[src/rtl/mux41_scan_ctrl.sv]
// mux41_scan_ctrl: drives a 4:1 majority-logic mux with a latched 4-bit word,
// steps the select through all four channels, samples y0 after LAT cycles of
// pipeline delay, reassembles the word and flags any mismatch.
module mux41_scan_ctrl #(
    parameter int unsigned LAT = 0
) (
    input  logic       clk,
    input  logic       rst_n,
    input  logic       in_valid,
    output logic       in_ready,
    input  logic [3:0] in_data,
    output logic       x0,
    output logic       x1,
    output logic       x2,
    output logic       x3,
    output logic       x4,
    output logic       x5,
    input  logic       y0,
    output logic       out_valid,
    input  logic       out_ready,
    output logic [3:0] out_data,
    output logic       out_err,
    output logic       busy
);

    // Counter must reach LAT+3 without wrapping.
    localparam int unsigned CW = $clog2(LAT + 5);
    localparam int          LAT_I      = int'(LAT);
    localparam logic [CW-1:0] CAP_FIRST  = CW'(LAT);
    localparam logic [CW-1:0] CAP_LAST   = CW'(LAT + 3);
    localparam logic [CW-1:0] DRIVE_LAST = CW'(3);

    typedef enum logic [1:0] {
        IDLE  = 2'd0,
        DRIVE = 2'd1,
        DRAIN = 2'd2,
        HOLD  = 2'd3
    } state_t;

    state_t         state_q, state_d;
    logic [CW-1:0]  cnt_q, cnt_d;
    logic [3:0]     word_q, word_d;
    logic [3:0]     dat_q, dat_d;
    logic [1:0]     sel_q, sel_d;
    logic [3:0]     out_data_q, out_data_d;
    logic           cap_en;
    logic [1:0]     cap_idx;

    // Next-state, counter, mux drive and capture logic.
    always_comb begin
        // NOTE: every signal gets a default first so no path leaves it unassigned (no latches).
        state_d    = state_q;
        cnt_d      = cnt_q;
        word_d     = word_q;
        dat_d      = dat_q;
        sel_d      = sel_q;
        out_data_d = out_data_q;
        cap_en     = (int'(cnt_q) >= LAT_I);
        cap_idx    = 2'(cnt_q - CAP_FIRST);

        case (state_q)
            IDLE: begin
                if (in_valid) begin
                    word_d  = in_data;
                    dat_d   = in_data;
                    sel_d   = 2'd0;
                    cnt_d   = '0;
                    state_d = DRIVE;
                end
            end
            DRIVE, DRAIN: begin
                // y0 is only looked at inside the capture window, so X elsewhere is harmless.
                if (cap_en) begin
                    out_data_d[cap_idx] = y0;
                end
                if (cnt_q == CAP_LAST) begin
                    dat_d   = 4'd0;
                    sel_d   = 2'd0;
                    state_d = HOLD;
                end else begin
                    cnt_d = cnt_q + CW'(1);
                    if (cnt_q < DRIVE_LAST) begin
                        sel_d = sel_q + 2'd1;
                    end else begin
                        // Select parks at 3 with data unchanged while late samples arrive.
                        state_d = DRAIN;
                    end
                end
            end
            HOLD: begin
                if (out_ready) begin
                    state_d = IDLE;
                end
            end
            default: state_d = IDLE;
        endcase
    end

    // State and datapath registers with asynchronous reset.
    always_ff @(posedge clk or negedge rst_n) begin
        if (!rst_n) begin
            state_q    <= IDLE;
            cnt_q      <= '0;
            word_q     <= 4'd0;
            dat_q      <= 4'd0;
            sel_q      <= 2'd0;
            out_data_q <= 4'd0;
        end else begin
            // NOTE: non-blocking assignments so every flop samples pre-edge values.
            state_q    <= state_d;
            cnt_q      <= cnt_d;
            word_q     <= word_d;
            dat_q      <= dat_d;
            sel_q      <= sel_d;
            out_data_q <= out_data_d;
        end
    end

    assign x0        = dat_q[0];
    assign x1        = dat_q[1];
    assign x2        = dat_q[2];
    assign x3        = dat_q[3];
    assign x4        = sel_q[0];
    assign x5        = sel_q[1];
    assign in_ready  = (state_q == IDLE);
    assign busy      = (state_q != IDLE);
    assign out_valid = (state_q == HOLD);
    assign out_data  = out_data_q;
    assign out_err   = out_valid && (out_data_q != word_q);

endmodule
[config.mk]
export PLATFORM = sky130hd
export DESIGN_NAME = mux41_scan_ctrl
export DESIGN_NICKNAME = d
export VERILOG_FILES = /design/src/rtl/mux41_scan_ctrl.sv
export SDC_FILE = /design/constraint.sdc
export NUM_CORES = 1
export LEC_CHECK = 0
export CAP_MARGIN = 20
export CORE_MARGIN = 2
export CORE_UTILIZATION = 40
export CTS_BUF_LIST = sky130_fd_sc_hd__clkbuf_16
export DETAILED_ROUTE_END_ITERATION = 16
export PLACE_DENSITY_LB_ADDON = 0.15
export SYNTH_ARGS = -nofsm -noshare
export SYNTH_HDL_FRONTEND = slang
export SYNTH_SLANG_ARGS = --single-unit
export TNS_END_PERCENT = 20
[constraint.sdc]
create_clock -name clk -period 2.2 [get_ports clk]
set_clock_uncertainty 0.1 [all_clocks]
set_input_delay 0.44 -clock clk [delete_from_list [all_inputs] [get_ports clk]]
set_output_delay 0.44 -clock clk [all_outputs]
set_load 0.02 [all_outputs]
==> reports/metrics.yaml <==
status:
  status: "completed"
timing:
  finalSetupViolCount: 0
  worst_slew_pin_slew_ps: 333.0
  fin_setup_tns_ps: 0
  slew_headroom: 0.7752
  fmax_mhz: 468.7
  post-route-period-util: 0.9698
  fin_crit_ps: 2134
  drv_slew: 0
  hold_viol: 0
  rsz0062_at_grt: "no"
yosys:
  yosys_warnings: 0
  synthFlopType: "dfrtp_1"
  synth-edff-count: 0
  synth_seq_area_share: 0.4373
  synthCells: 107
  synth.top_cell.area_share: 0.4373
  async_flop_share: 1.000
  yosysTopAreaCell: "dfrtp_1"
  syn_nets: 123
  ys_ff_latch: 19
  synthesis.area_um2: 1087
  synth.distinct_cells: 31
  syn_area_per_cell_um2: 10.16
  synth_top_cells_by_area: "dfrtp_1 (44%), ha_1 (8.1%), mux2_2 (4.1%), a21o_1 (3.5%), o211ai_1 (3.5%)"
hold_path:
  whs_path_depth: 1
  hold_path_class: "reg2reg"
finish:
  syn2layout_area_growth_pct: 33.26
  final_layout_size_suffix_gt1_frac: 0.1111
  final_nets: 152
  final_cell_area_um2: 1449
  antennaDiodeCount: 0
  fill_cells: 231
worst_setup_path:
  cp-start-kind: "flop"
  end_kind: "output port"
  worstSetupPathType: "reg2out"
  crit_arrival_ps: 1590
  max_stage_delay_ps: 640
  worst_path_max_delay_cell: "clkdlybuf4s50_1"
  worstPathRequired_ps: 1660
  worst-path-stages: 2
  worstPathCellList: "ha_1 > clkdlybuf4s50_1"
  ff2ff_path_depth: 5
  crit_path_max_fanout: 5
  cp_num_buf_inv: 1
  cp_top_family: "buffers and inverters"
die:
  core_area_um2: 2522
  row_count: 18
  ios: 23
  start_util: 0.4311
  dieArea_um2: 3151
  die_w_um: 56.14
  die_h_um: 56.14
power:
  power.density_nw_per_um2: 1721
  power.leakage_nw: 0.6707
  vdd_drop_max_uv: 1107
clocking:
  cts_hold_buf: 0
  clk_latency_ps: 250
  clockRootBuffer: "clkbuf_16"
  clk_pin_slew_worst_paths_ps: 50
  cts_sinks: 19
  cts_buffers: 3
  tritoncts: "yes"
  cts.path.max_buffers: 2
  cts_max_level: 1
detailed_routing:
  drtIter0Drc: 14
  viasPerCell: 5.491
  vias: 906
  route.detailed.drc: 0
  antenna_left: 0
  wl_mm: 2.390
  drt-pass1-iter-count: 4
  routedWlPerCell_um: 14.48
grt:
  grt_pass1_vias: 941
  grt_max_degree: 20
  grt_use_total: 0.1715
  grt_pass1_wl_mm: 4.278
  antenna_found_initial: 0
  globalRouteOverflowTotal: 0
placed_design:
  gp_congestion: 0.7428
  hpwlAfterDp_mm: 1.854
  dpl_cell_area_um2: 1371
  portBuffers: 22
job:
  max-cap-violations: 0
[state kept, by name, summed over array words and instances, names as in the netlist]
| register | cells |
|---|---|
| dat_q | 4 |
| out_data | 4 |
| word_q | 4 |
| cnt_q | 3 |
| sel_q | 2 |
| state_q | 2 |
[final timing paths]
kind / start / end / slack [ps]
worst max-delay path: state_q[0]$_DFFE_PN0P_ / out_valid / 70
worst min-delay path: word_q[2]$_DFFE_PN0P_ / word_q[2]$_DFFE_PN0P_ / 400
worst max register to register: cnt_q[1]$_DFFE_PN0P_ / sel_q[0]$_DFFE_PN0P_ / 200
worst min register to register: word_q[2]$_DFFE_PN0P_ / word_q[2]$_DFFE_PN0P_ / 400
max in group asynchronous: rst_n / dat_q[0]$_DFFE_PN0P_ / 1370
min in group asynchronous: rst_n / out_data[1]$_DFFE_PN0P_ / 430
[power by group]
group	internal [mW]	total, mW	switching, mW	leakage, nW
Clock	0.244	0.377	0.133	0.0409
Combinational	0.684	1.47	0.784	0.394
Sequential	0.517	0.648	0.131	0.236
Total	1.45	2.49	1.05	0.671
[per-stage QoR]
step | power [mW] | worst slack [ps] | utilization | hold slack [ps] | std cells
after floorplan | 1.641 | 293.9 | - | 44.41 | 107
after global placement | 2.106 | 194.5 | 0.5437 | 380.8 | 161
after detailed placement | 2.145 | 179.0 | 0.5437 | 394.7 | 161
after CTS | 2.518 | 96.74 | 0.5744 | 407.0 | 165
after global routing | 2.720 | 22.25 | 0.5744 | 429.0 | 165
final | 2.493 | 66.44 | 0.5744 | 400.5 | 165
[synth_stat cells (3+ instances only)]
cell and number:
inv_1 7, o211ai_1 5, nand2_1 8, o2bb2ai_1 4, a21o_1 5, and3_1 4
nand3_1 4, xor2_1 4, a21oi_1 6, o21ai_0 3, ha_1 7, nor2b_1 3
dfrtp_1 19, clkbuf_1 3, mux2_2 4
[layout make-up]
cell class / instances / area (µm²) / share of cell area
timing repair buffer: 28 / 262.8 / 0.1813
multi-input combinational: 77 / 566.8 / 0.3912
sequential: 19 / 475.5 / 0.3282
inverter: 7 / 26.28 / 0.01813
clock buffer: 3 / 75.07 / 0.05181
tap: 30 / 37.54 / 0.02591
clock inverter: 1 / 5.005 / 0.003454
[cell usage in the layout, fill, tap and decap left out, types with 2 or more instances in the layout]
master / count
or4_1: 2
inv_1: 7
buf_4: 6
clkdlybuf4s50_1: 20
nor2_1: 2
and3_1: 4
ha_1: 7
dlygate4sd2_1: 2
o21ai_0: 3
a21o_1: 5
mux2_2: 4
o2bb2ai_1: 4
clkbuf_16: 3
xor2_1: 4
o311ai_0: 2
nand2_1: 8
nand3b_1: 2
nand2b_1: 2
o211ai_1: 5
dfrtp_1: 19
nand3_1: 4
a21oi_1: 6
nor2b_1: 3
[per-layer routing]
metal	global-route usage	share of wire	routed length, µm	up-vias
li1	-	-	-	445
met1	0.2308	0.46	1111	439
met2	0.2790	0.49	1166	20
met3	0.02326	0.033	80	2
met4	0.06463	0.013	31	0
met5	0	0	0	-
[cell families after synthesis]
| kind of cell | count (synthesis) | synth area share |
|---|---|---|
| AOI/OAI and AO/OA | 29 | 0.1922 |
| and+or+nand+nor | 32 | 0.1657 |
| buffers and inverters | 11 | 0.04143 |
| muxes | 5 | 0.05063 |
| DFF | 19 | 0.4373 |
| adders and majority gates | 7 | 0.08055 |
| xor gates and xnor gates | 4 | 0.03222 |
[repair_timing]
action | 4_1_cts | 5_1_grt
hold endpoints to repair | 0 | 0
buffers inserted | 0 | 0
endpoints found under the setup margin | 2 | 0
resized for setup | 2 | 0
Note: power is estimated with default switching activity, not from simulation.
